**src/rtl/instruction_fetch_unit_pkg.sv**
```systemverilog
// Shared types and constants for the instruction fetch unit.
package instruction_fetch_unit_pkg;

    localparam logic [31:0] RESET_VECTOR_DEF = 32'h0000_0000;

    localparam logic [7:0] TAG_PC    = 8'h1E;
    localparam logic [7:0] TAG_INS   = 8'h1F;
    localparam logic [7:0] TAG_CLK   = 8'h20;
    localparam logic [7:0] TAG_FETCH = 8'h21;

    typedef enum logic [1:0] {
        ST_RUN      = 2'd0,
        ST_STALL    = 2'd1,
        ST_REDIRECT = 2'd2
    } fetch_state_e;

    typedef struct packed {
        logic [31:0] pc;
        logic [31:0] instr;
    } fetch_entry_t;

    function automatic logic [31:0] align_word(input logic [31:0] a);
        return {a[31:2], 2'b00};
    endfunction

endpackage

```
**src/rtl/instruction_fetch_unit_fetch_buffer.sv**
```systemverilog
// Small synchronous FIFO holding fetched {pc, instruction} pairs.
module fetch_buffer #(
    parameter int DEPTH = 2,
    parameter int WIDTH = 64
) (
    input  logic                     clk,
    input  logic                     rst,
    input  logic                     flush,
    input  logic                     push,
    input  logic [WIDTH-1:0]         push_data,
    input  logic                     pop,
    output logic                     valid,
    output logic [WIDTH-1:0]         head,
    output logic [$clog2(DEPTH):0]   count
);

    localparam int PW = $clog2(DEPTH);
    localparam logic [PW:0] ONE = (PW+1)'(1);
    localparam logic [PW:0] FULL_CNT = (PW+1)'(DEPTH);

    logic [WIDTH-1:0] mem_q [DEPTH];
    logic [WIDTH-1:0] mem_d [DEPTH];
    logic [PW-1:0]    rd_ptr_q, rd_ptr_d;
    logic [PW-1:0]    wr_ptr_q, wr_ptr_d;
    logic [PW:0]      count_q, count_d;
    logic             full;

    always_comb begin
        mem_d    = mem_q;
        rd_ptr_d = rd_ptr_q;
        wr_ptr_d = wr_ptr_q;
        count_d  = count_q;
        if (flush) begin
            rd_ptr_d = '0;
            wr_ptr_d = '0;
            count_d  = '0;
        end else begin
            if (push) begin
                mem_d[wr_ptr_q] = push_data;
                wr_ptr_d = wr_ptr_q + PW'(1);
            end
            if (pop) begin
                rd_ptr_d = rd_ptr_q + PW'(1);
            end
            unique case ({push, pop})
                2'b10:   count_d = count_q + ONE;
                2'b01:   count_d = count_q - ONE;
                default: count_d = count_q;
            endcase
        end
    end

    always_ff @(posedge clk) begin
        if (rst) begin
            for (int i = 0; i < DEPTH; i++) begin
                mem_q[i] <= '0;
            end
            rd_ptr_q <= '0;
            wr_ptr_q <= '0;
            count_q  <= '0;
        end else begin
            mem_q    <= mem_d;
            rd_ptr_q <= rd_ptr_d;
            wr_ptr_q <= wr_ptr_d;
            count_q  <= count_d;
        end
    end

    assign full  = (count_q == FULL_CNT);
    assign valid = (count_q != '0);
    assign head  = mem_q[rd_ptr_q];
    assign count = count_q;

    // Issue throttling upstream must make this unreachable.
    a_no_overflow: assert property (
        @(posedge clk) disable iff (rst || flush)
        !(push && full && !pop)
    );

endmodule

```
**src/rtl/instruction_fetch_unit.sv**
```systemverilog
// Fetch requester: owns the PC, issues to imem, buffers responses for decode.
module instruction_fetch_unit
    import instruction_fetch_unit_pkg::*;
#(
    parameter logic [31:0] RESET_VECTOR = RESET_VECTOR_DEF,
    parameter int          FIFO_DEPTH   = 2,
    parameter logic [7:0]  TRACE_TAG    = TAG_FETCH
) (
    input  logic        CLK,
    input  logic        RESET,
    output logic [31:0] IMEM_ADDRESS,
    input  logic [31:0] IMEM_READ_DATA,
    input  logic        IMEM_BUSYWAIT,
    input  logic        BRANCH_TAKEN,
    input  logic [31:0] BRANCH_TARGET,
    input  logic        D_READY,
    output logic        F_VALID,
    output logic [31:0] F_PC,
    output logic [31:0] F_INSTR,
    output logic [39:0] TRACE_OUT
);

    localparam int CW = $clog2(FIFO_DEPTH) + 1;

    logic [31:0]  pc_q, pc_d;
    logic [31:0]  inflight_pc_q, inflight_pc_d;
    logic         inflight_q, inflight_d;
    fetch_state_e state_q, state_d;

    logic [CW-1:0] count;
    logic          buf_valid;
    logic          pop, push, issue_en, accept;
    fetch_entry_t  head, push_entry;

    // A redirect suppresses every other buffer/issue action that cycle.
    assign pop  = buf_valid && D_READY && !BRANCH_TAKEN;
    assign push = inflight_q && !BRANCH_TAKEN;

    assign issue_en = (32'(count) + 32'(inflight_q) + 32'd1)
                   <= (32'(FIFO_DEPTH) + 32'(pop));
    assign accept = issue_en && !IMEM_BUSYWAIT && !BRANCH_TAKEN;

    always_comb begin
        pc_d          = pc_q;
        inflight_d    = 1'b0;
        inflight_pc_d = inflight_pc_q;
        state_d       = state_q;
        if (BRANCH_TAKEN) begin
            pc_d    = align_word(BRANCH_TARGET);
            state_d = ST_REDIRECT;
        end else begin
            if (accept) begin
                pc_d          = pc_q + 32'd4;
                inflight_d    = 1'b1;
                inflight_pc_d = pc_q;
            end
            unique case (state_q)
                ST_RUN, ST_STALL, ST_REDIRECT:
                    state_d = accept ? ST_RUN : ST_STALL;
                default:
                    state_d = ST_RUN;
            endcase
        end
    end

    always_ff @(posedge CLK) begin
        if (RESET) begin
            pc_q          <= RESET_VECTOR;
            inflight_q    <= 1'b0;
            inflight_pc_q <= RESET_VECTOR;
            state_q       <= ST_RUN;
        end else begin
            pc_q          <= pc_d;
            inflight_q    <= inflight_d;
            inflight_pc_q <= inflight_pc_d;
            state_q       <= state_d;
        end
    end

    assign push_entry.pc    = inflight_pc_q;
    assign push_entry.instr = IMEM_READ_DATA;

    fetch_buffer #(
        .DEPTH (FIFO_DEPTH),
        .WIDTH (64)
    ) u_fetch_buffer (
        .clk       (CLK),
        .rst       (RESET),
        .flush     (BRANCH_TAKEN),
        .push      (push),
        .push_data (push_entry),
        .pop       (pop),
        .valid     (buf_valid),
        .head      (head),
        .count     (count)
    );

    assign IMEM_ADDRESS = pc_q;
    assign F_VALID      = buf_valid;
    assign F_PC         = buf_valid ? head.pc : 32'h0;
    assign F_INSTR      = buf_valid ? head.instr : 32'h0;
    assign TRACE_OUT    = {pc_q, TRACE_TAG};

endmodule
```
**config.mk**
```make
export PLATFORM = sky130hd
export DESIGN_NAME = instruction_fetch_unit
export DESIGN_NICKNAME = d
export VERILOG_FILES = /design/src/rtl/instruction_fetch_unit_pkg.sv /design/src/rtl/instruction_fetch_unit_fetch_buffer.sv /design/src/rtl/instruction_fetch_unit.sv
export SDC_FILE = /design/constraint.sdc
export NUM_CORES = 1
export LEC_CHECK = 0
export BUFFER_PORTS_ARGS = -buffer_cell sky130_fd_sc_hd__buf_2
export CAP_MARGIN = 20
export CELL_PAD_IN_SITES_DETAIL_PLACEMENT = 2
export CELL_PAD_IN_SITES_GLOBAL_PLACEMENT = 2
export CORE_ASPECT_RATIO = 0.9
export CORE_MARGIN = 2
export CORE_UTILIZATION = 35
export CTS_BUF_LIST = sky130_fd_sc_hd__clkbuf_4 sky130_fd_sc_hd__clkbuf_8
export CTS_CLUSTER_DIAMETER = 120
export CTS_CLUSTER_SIZE = 28
export DETAILED_ROUTE_END_ITERATION = 6
export GPL_TIMING_DRIVEN = 0
export PLACE_DENSITY = 0.95
export SETUP_SLACK_MARGIN = 0.05
export SYNTH_ARGS = -nofsm -noshare
export SYNTH_HDL_FRONTEND = slang
export SYNTH_HIERARCHICAL = 1
export SYNTH_SLANG_ARGS = --single-unit
```
**constraint.sdc**
```tcl
create_clock -name CLK -period 4.5 [get_ports CLK]
set_clock_uncertainty 0.2 [all_clocks]
set_input_delay 0 -clock CLK [delete_from_list [all_inputs] [get_ports CLK]]
set_output_delay 0 -clock CLK [all_outputs]
set_load 0.05 [all_outputs]
```
======== Word-level counts from Yosys, hierarchy flattened ========
Index checks and enable logic that the tools add are counted.
word-level totals
  register bits after elaboration ......... 197
  input port bits ......................... 69
  logic and storage cells ................. 52
  output and inout port bits .............. 137
cells by class
  add/subtract/negate cells ............... 8
  muxes and demuxes ....................... 12
  reduce and logical (&&, ||, !) cells .... 14
  order comparisons ....................... 4
  bitwise gates (word level) .............. 3
  equality and inequality tests ........... 2
operator list
  kind                     number
  $mux W64                 4
  $bwmux W128              1
  $mux W32                 4
  $demux W64 S1            1
  $add A32 B3 Y32 const B  1
  $logic_and A1 B1 Y1      6
  $reduce_bool A2 Y1       3
  $add A3 B1 Y4 const B    1
  $ge A2 B2 Y1 const B     2
  $le A4 B3 Y1             1
  $not A1 Y2               2
  $pmux W2 S2              1
  $reduce_and A2 Y1        2
  $add A2 B1 Y3            1
  $add A2 B1 Y3 const A    1
  $add A1 B1 Y1 const B    2
  $add A2 B1 Y2 const B    1
  $eq A2 B1 Y1 const B     1
  $eq A2 B2 Y1 const B     1
  $logic_not A1 Y1         2
  $lt A2 B1 Y1 const B     1
  $reduce_or A2 Y1         1
  $sub A2 B1 Y2 const B    1
  $mux W1                  1
  $not A1 Y1               1

======== Longest topological paths before layout ========
Gate-level depths: netlist of the first run.
  word-level depth ........................ 9
  gate-level depth with buffers ........... 12
  mapped depth without buffers ............ 8

======== By module ========
Netlist of the first run, hierarchy kept.
by module, submodules not included
  module                  sequential area each (um^2)  area each (um^2)  instances  cells each
  fetch_buffer            2642.5                       5380.2            1          647
  instruction_fetch_unit  1221.2                       3872.5            1          496

======== Worst setup path before layout of the first run ========
Ideal clock, no wire load.
  path kind ............................... register -> register
  from .................................... reg u_fetch_buffer.count_q[0] (netlist: u_fetch_buffer/count[0])
  to ...................................... reg inflight_pc_q[20]
  cell stages (with the launch flop) ...... 12
  arrival time ............................ 2.660 ns
  data required time ...................... 4.168 ns
  setup slack ............................. 1.508 ns
  clock period less this slack ............ 2.992 ns
  buffers on the path ..................... 4
  cells stage by stage .................... dfxtp_1 -> or2_2 -> clkbuf_1 -> and3_1 -> ha_1 -> or3b_1 -> clkbuf_1 -> buf_2 -> and3_1 -> clkbuf_1 -> nand2_1 -> a21oi_1
on the way
  longest elaborated chain between the ends .. 8
  elaborated cells on any way between the ends .. 10
  classes of those cells .................. add/sub (3); order compare (1); reduce/logical (6)
RTL lines
  item                                RTL line                                   source
  from (decl)                         instruction_fetch_unit_fetch_buffer.sv:25  logic [PW:0] count_q, count_d;
  from (signal assigned)              instruction_fetch_unit_fetch_buffer.sv:65  count_q <= count_d;
  $reduce_bool A2 Y1                  instruction_fetch_unit_fetch_buffer.sv:70  assign valid = (count_q != '0);
  net F_VALID                         instruction_fetch_unit.sv:17               output logic F_VALID,
  $logic_and A1 B1 Y1 (2 in series)   instruction_fetch_unit.sv:36               assign pop = buf_valid && D_READY && !BRANCH_TAKEN;
  net pop                             instruction_fetch_unit.sv:32               logic pop, push, issue_en, accept;
  $add A2 B1 Y3                       instruction_fetch_unit.sv:40               <= (32'(FIFO_DEPTH) + 32'(pop));
  $le A4 B3 Y1                        instruction_fetch_unit.sv:40
  $logic_and A1 B1 Y1 (2 in series)   instruction_fetch_unit.sv:41               assign accept = issue_en && !IMEM_BUSYWAIT && !BRANCH_TAKEN;
  $reduce_and A2 Y1 (no source line)  -
  to (signal assigned)                instruction_fetch_unit.sv:75               inflight_pc_q <= inflight_pc_d;
  to (decl)                           instruction_fetch_unit.sv:26               logic [31:0] inflight_pc_q, inflight_pc_d;
The timed path passes the listed nets, and every way through them passes these cells.
A chain may end at the register's enable or synchronous reset.

======== Worst setup path in the final report of the first run ========
  from .................................... in BRANCH_TAKEN
  to ...................................... reg pc_q[25] (netlist: IMEM_ADDRESS[25])
on the way
  longest elaborated chain between the ends .. 7
  elaborated cells on any way between the ends .. 8
  classes of those cells .................. add/sub (1); order compare (1); mux (1); reduce/logical (5)
RTL lines
  item                                 RTL line                      source
  from (decl)                          instruction_fetch_unit.sv:14  input logic BRANCH_TAKEN,
  $logic_not A1 Y1                     instruction_fetch_unit.sv:36
  $logic_and A1 B1 Y1                  instruction_fetch_unit.sv:36
  net pop                              instruction_fetch_unit.sv:32
  $add A2 B1 Y3                        instruction_fetch_unit.sv:40
  $le A4 B3 Y1                         instruction_fetch_unit.sv:40
  $logic_and A1 B1 Y1 (2 in series)    instruction_fetch_unit.sv:41
  $reduce_bool A2 Y1 (no source line)  -
  to (signal assigned)                 instruction_fetch_unit.sv:73  pc_q <= pc_d;
  to (decl)                            instruction_fetch_unit.sv:25  logic [31:0] pc_q, pc_d;
The timed path passes the listed nets, and every way through them passes these cells.

==> results of run 1 <==
flip-flops by register name (all words and copies together), names as in the netlist:
register / cells
u_fetch_buffer/count: 2
u_fetch_buffer/wr_ptr_q: 1
u_fetch_buffer/rd_ptr_q: 1
inflight_q: 1
inflight_pc_q: 30
u_fetch_buffer/mem_q: 128
IMEM_ADDRESS: 30
worst register-to-register path, cell delays in order (launching register included):
cell,delay [ns]
dfxtp_1,0.37
or2_2,0.48
and3_1,0.30
ha_1,0.33
or3b_1,0.11
clkbuf_1,0.28
buf_2,0.34
nand4_1,0.39
or4_1,0.64
nand3_1,0.12
dlygate4sd3_1,0.55
metal layers:
| layer | track usage, % | wire length, um | share of wire, % |
|---|---|---|---|
| met5 | 0 | 0 | 0 |
| met2 | 59.62 | 23490 | 49 |
| met4 | 19.48 | 2460 | 5.2 |
| met1 | 39.70 | 18880 | 40 |
| met3 | 6.700 | 2823 | 5.9 |
what timing repair did:
item                                    4_1_cts  5_1_grt
endpoints found under the hold margin        98        0
hold buffers                                 76        0
resized for setup                             0        0
endpoints found under the setup margin        0        5
setup buffers                                 0        0
cells by family after synthesis:
group / after synthesis
DFF: 193
other: 2
xor gates and xnor gates: 13
muxes: 64
AOI/OAI and AO/OA: 243
adders and majority gates: 5
and+or+nand+nor: 485
buffers and inverters: 138
stage by stage:
step           power (W)  hold WS (ns)  instances  utilization, %  instance area [um^2]
4_1_cts         0.003690       0.01929       1804           45.78                 11900
3_3_place_gp    0.002304       0.03819       1696           41.15                 10700
2_1_floorplan   0.002155       -0.1226       1157               -                  9305
5_1_grt         0.003847       0.05304       1803           45.76                 11900
6_report        0.003767       0.06475       1804           45.77                 11900
3_5_place_dp    0.002326       0.04378       1696           41.15                 10700
synthesized netlist by cell type (5+ instances only):
cell type	instances	area, um^2
nor2_1	25	93.84
a21oi_1	159	795.8
ha_1	5	62.56
xor2_1	8	70.07
o31ai_1	7	52.55
o21ai_0	37	185.2
buf_4	48	360.4
buf_2	29	145.1
nand3_1	16	80.08
dfxtp_1	193	3864
clkbuf_1	38	142.6
nand4_1	15	93.84
nand2_1	299	1122
and3_1	6	37.54
a211oi_1	10	75.07
inv_1	8	30.03
mux2_2	64	720.7
buf_6	8	90.09
or4_1	14	105.1
a311oi_1	11	96.34
xnor2_1	5	43.79
nor3_1	6	30.03
and2_1	67	419.2
or3_1	6	37.54
worst max path at each step:
stage / to / slack [ns]
2_1_floorplan: inflight_pc_q[20]$_SDFFE_PP0P_ / 1.51
3_3_place_gp: IMEM_ADDRESS[29]$_SDFFE_PP0P_ / 0.90
3_5_place_dp: inflight_pc_q[7]$_SDFFE_PP0P_ / 0.80
4_1_cts: IMEM_ADDRESS[25]$_SDFFE_PP0P_ / 0.17
5_1_grt: IMEM_ADDRESS[25]$_SDFFE_PP0P_ / 0.15
6_report: IMEM_ADDRESS[25]$_SDFFE_PP0P_ / 0.22
power groups by stage:
stage	Clock, W	Sequential, W	Combinational (W)
floorplan	0	0.00189	0.000263
CTS	0.00134	0.00181	0.000542
detailed placement	0	0.00185	0.000476
global placement	0	0.00185	0.000457
global route	0.00143	0.00182	0.000593
finish	0.00137	0.00182	0.000572
cell type report:
cell class / instances / area [um^2] / share of cell area [%]
antenna: 2 / 5.005 / 0.04207
buffer: 127 / 765.7 / 6.436
clock buffer: 20 / 262.8 / 2.208
clock inverter: 12 / 180.2 / 1.514
inverter: 9 / 33.78 / 0.2839
multi-input combinational: 826 / 4634 / 38.95
sequential: 193 / 3864 / 32.47
tap: 348 / 435.4 / 3.660
timing repair buffer: 267 / 1717 / 14.43
==> impl_metrics.ini, run 1 <==
[run_status]
status = completed

[sta]
rsz0062_at_grt = no
tightest_slew_ns = 0.7312
period_needed_ns = 4.280
fmax_ghz = 0.2336
fin_tns_setup_ns = 0
hold_viol = 0
post-route-worst-setup-slack_ns = 0.2197
final_max_slew_viol_count = 0
max-slew-margin-rel_pct = 51.25
post-route-period-util_pct = 95.12
setup-violations-final = 0

[synthesis]
synth_warnings = 6
synth-xor-area-share_pct = 1.231
syn_area_per_cell_um2 = 8.095
ys_types = 60
yosys_register_bits = 193
ys_seq_area_share_pct = 41.76
synth_simple_gate_area_share_pct = 24.88
synth_edf_count = 0
synth_async_sr_flop_share_pct = 0
synthMuxAreaShare_pct = 7.789
synthAdderAreaFrac_pct = 0.6761
synthCells = 1143
synth_top_family_by_area = simple AND/OR/NAND/NOR gates
synth-main-ff-cell = dfxtp_1
synth_compound_area_share_pct = 14.86
synth.cell_area_um2 = 9253

[power]
power.leakage_nw = 4.834
switchingPower_w = 0.001202
p_per_area_nw_per_um2 = 316.6
sequentialPowerShare_pct = 48.4
swShare_pct = 31.91
combinationalPowerShare_pct = 15.2
p_clk_share_pct = 36.4
ir_drop_v = 0.0001491
p_int_w = 0.002565

[die]
initial_core_util_pct = 35.59
rows = 56
die_y_um = 158.2
fp.coreArea_um2 = 25990
num_io_pins = 206
die_area_um2 = 27750
die_w_um = 175.4

[setup_path]
required_ns = 4.77
worstSetupStartpointType = input port
r2r_slack_ns = 0.31
crit_arrival_ns = 4.55
path_class = in2reg
cp_max_fo = 23
critPathCaptureType = flop
rr_startpoint = u_fetch_buffer/count[1]$_SDFFE_PP0P_
path_buf_inv = 7
ff2ff_path_depth = 10
critical_path_depth = 13
critPathTopFamily = buffers and inverters
slowest_delay_ns = 0.64
r2r-end = IMEM_ADDRESS[25]$_SDFFE_PP0P_
cp_slowest_cell = or4_1
cp-startpoint = BRANCH_TAKEN
path_cells = dlygate4sd3_1 > buf_2 > inv_2 > buf_6 > and3_1 > ha_1 > or3b_1 > clkbuf_1 > buf_2 > nand4_1 > or4_1 > nand3_1 > dlygate4sd3_1

[global_routing]
grt.overflow.total = 0
grt_max_degree = 17
grt_pass1_wl_um = 71950
antenna_found_initial = 2
grt_pass1_vias = 11804
grt_usage_pct = 34.32

[placed_design]
hpwl_um = 26260
portBuffers = 191
gp_congestion = 0.8553
dp_slack_ns = 0.8003

[hold_path]
hold_depth = 5
min_from = IMEM_BUSYWAIT
hold_class = in2reg
holdPathEnd = IMEM_ADDRESS[9]$_SDFFE_PP0P_

[routing]
post-route-drc-count = 0
wl_per_cell_um = 26.42
wl_um = 47660
via_count = 10290
postRouteAntennaNets = 0
dr.first_iter.drc_count = 734
dr.pass1.iters = 5
via_per_inst = 5.704

[clock_network]
htree_levels = 4
clock-root-buffer = clkbuf_8
cts_tree = done
cts_sinks = 193
path_clk_slew_ns = 0.11
cts_buffers = 17
cts_max_path_buffers = 2
clk_latency_ns = 0.53

[final_layout]
layout-drive-gt1-share_pct = 26.62
final_cell_mix = 299 x nand2_1, 220 x buf_2, 193 x dfxtp_1, 159 x a21oi_1, 76 x dlygate4sd3_1
fillers = 2945
syn2layout_area_growth_pct = 28.59
nets = 1515
final_common_cell = nand2_1

[run]
cap_violations = 0
Power figures use the tool's default switching activity.
==> run 2: changes to the inputs <==
--- a/config.mk
+++ b/config.mk
@@ -5,19 +5,19 @@
 export SDC_FILE = /design/constraint.sdc
 export NUM_CORES = 1
 export LEC_CHECK = 0
-export BUFFER_PORTS_ARGS = -buffer_cell sky130_fd_sc_hd__buf_2
 export CAP_MARGIN = 20
 export CELL_PAD_IN_SITES_DETAIL_PLACEMENT = 2
 export CELL_PAD_IN_SITES_GLOBAL_PLACEMENT = 2
 export CORE_ASPECT_RATIO = 0.9
 export CORE_MARGIN = 2
-export CORE_UTILIZATION = 35
+export CORE_UTILIZATION = 41
 export CTS_BUF_LIST = sky130_fd_sc_hd__clkbuf_4 sky130_fd_sc_hd__clkbuf_8
 export CTS_CLUSTER_DIAMETER = 120
 export CTS_CLUSTER_SIZE = 28
 export DETAILED_ROUTE_END_ITERATION = 6
+export DONT_BUFFER_PORTS = 1
 export GPL_TIMING_DRIVEN = 0
-export PLACE_DENSITY = 0.95
+export PLACE_DENSITY = 0.94
 export SETUP_SLACK_MARGIN = 0.05
 export SYNTH_ARGS = -nofsm -noshare
 export SYNTH_HDL_FRONTEND = slang
==> run 2 against run 1 <==
Compared with the run above: combinational power fell by 23%; flip-flop and latch count stayed put; largest cell class unchanged; worst hold slack worse by 0.054 ns; maximum frequency shrank 3.0%; global-route usage rose by 7.3 points; cell count is 13% lower; clock power is 4% lower; power fell by 2.9%; highest routed layer unchanged.
==> impl_metrics.ini, run 2 (synthesized netlist as in run 1, its figures left out) <==
[placed_design]
portBuffers = 0
placed_cell_area_um2 = 9677
dp_slack_ns = 0.5653
dpl.cell_count = 1454
hpwl_um = 25490
gp_congestion = 0.8582

[die]
fp.coreArea_um2 = 22320
die_y_um = 146.5
die_area_um2 = 23790
num_io_pins = 206
die_w_um = 162.4
rows = 52
initial_core_util_pct = 41.46

[run_status]
status = completed

[routing]
via_per_inst = 6.381
dr.first_iter.drc_count = 950
via_count = 10037
postRouteAntennaNets = 0
post-route-drc-count = 0
wl_per_cell_um = 31.68
dr.pass1.iters = 5
wl_um = 49840

[final_layout]
nets = 1336
max_flop_register = u_fetch_buffer/mem_q
final_cell_mix = 299 x nand2_1, 193 x dfxtp_1, 159 x a21oi_1, 86 x dlygate4sd3_1, 67 x and2_1
final_common_cell = nand2_1
largest_reg_flops = 128
syn2layout_area_growth_pct = 18.34
design_area_um2 = 10950
layout-drive-gt1-share_pct = 15.45
fin_cells = 1573
fin_util_pct = 49.06

[sta]
tightest_slew_ns = 0.9894
fmax_ghz = 0.2267
hold_viol = 0
fin_tns_setup_ns = 0
final_max_slew_viol_count = 0
setup-violations-final = 0
period_needed_ns = 4.412
post-route-worst-setup-slack_ns = 0.08805
rsz0062_at_grt = no
max-slew-margin-rel_pct = 33.95
post-route-period-util_pct = 98.04

[setup_path]
cp_max_fo = 10
required_ns = 4.68
path_cells = or2_2 > clkbuf_2 > and3_1 > ha_1 > or3b_1 > clkbuf_1 > buf_2 > and3_1 > clkbuf_1 > nand2_1 > a21oi_1
worstSetupStartpointType = flop
crit_arrival_ns = 4.59
slowest_delay_ns = 0.49
critPathCaptureType = flop
cp_slowest_cell = or2_2
path_class = reg2reg
cp-startpoint = u_fetch_buffer/count[1]$_SDFFE_PP0P_
critPathTopFamily = simple AND/OR/NAND/NOR gates
r2r_slack_ns = 0.09
r2r-end = inflight_pc_q[17]$_SDFFE_PP0P_
ff2ff_path_depth = 11
rr_startpoint = u_fetch_buffer/count[1]$_SDFFE_PP0P_
path_buf_inv = 4

[clock_network]
cts_tree = done
htree_levels = 4
cts_max_path_buffers = 2
path_clk_slew_ns = 0.13
clk_latency_ns = 0.53
clock-root-buffer = clkbuf_8
post-cts-setup-buffers = 0
cts_buffers = 17
cts_sinks = 193

[hold_path]
min_from = IMEM_READ_DATA[21]
hold_depth = 3
hold_class = in2reg
holdPathEnd = u_fetch_buffer/mem_q[85]$_SDFFE_PP0P_

[global_routing]
antenna_found_initial = 1
grt_pass1_wl_um = 74220
grt_max_degree = 19
grt_pass1_vias = 11019
grt.overflow.total = 0
grt_usage_pct = 41.59

[power]
p_per_area_nw_per_um2 = 334.1
ir_drop_v = 0.0003814
power.leakage_nw = 3.931

[run]
cap_violations = 0
==> run 2: report_power, final <==
part           internal, W  leakage (nW)  switching (W)  total, W
Combinational     0.000142          2.17       0.000298  0.000440
Sequential         0.00174          1.56       0.000158   0.00190
Clock             0.000512         0.194       0.000806   0.00132
==> run 2: metrics by stage <==
stage	hold WS [ns]	power [W]
final	0.01086	0.003659
after global routing	0.01985	0.003727
after CTS	0.001084	0.003555
after detailed placement	-0.1120	0.002250
after global placement	-0.1152	0.002232
after floorplan	-0.1226	0.002155
==> run 2: worst max-delay path by stage <==
stage / to / slack, ns / cells past startpoint
floorplan: inflight_pc_q[20]$_SDFFE_PP0P_ / 1.51 / 11
global route: IMEM_ADDRESS[27]$_SDFFE_PP0P_ / 0.05 / 10
finish: inflight_pc_q[17]$_SDFFE_PP0P_ / 0.09 / 11
global placement: inflight_pc_q[9]$_SDFFE_PP0P_ / 0.80 / 11
detailed placement: inflight_pc_q[6]$_SDFFE_PP0P_ / 0.57 / 11
CTS: IMEM_ADDRESS[21]$_SDFFE_PP0P_ / 0.24 / 10
==> run 2: layout make-up <==
cell class                      count  area [um^2]
Inverter                            9        33.78
Sequential cell                   193         3864
Multi-Input combinational cell    826         4634
Buffer                            129        774.5
Antenna cell                        1        2.502
Timing Repair Buffer               86        860.8
Fill cell                        2469        11370
Clock inverter                     15        173.9
Clock buffer                       17        234.0
Tap cell                          297        371.6
==> run 2: tightest hold or removal path, cell delays in order <==
cell	delay, ns
dlygate4sd3_1	0.56
nand2_1	0.07
a21oi_1	0.05
==> run 2: routing by layer <==
metal	global-route usage (%)	wire length, um	part of all wire (%)	vias up
li1	-	-	-	4072
met1	48.36	18750	38	5033
met2	71.87	24620	49	679
met3	7.614	3253	6.5	253
met4	23.50	3213	6.4	0
met5	0	0	0	-
==> run 2: timing repair <==
action	4_1_cts	5_1_grt
hold endpoints to repair	157	0
hold buffers	86	0
endpoints found under the setup margin	0	13
gates resized for setup	0	2
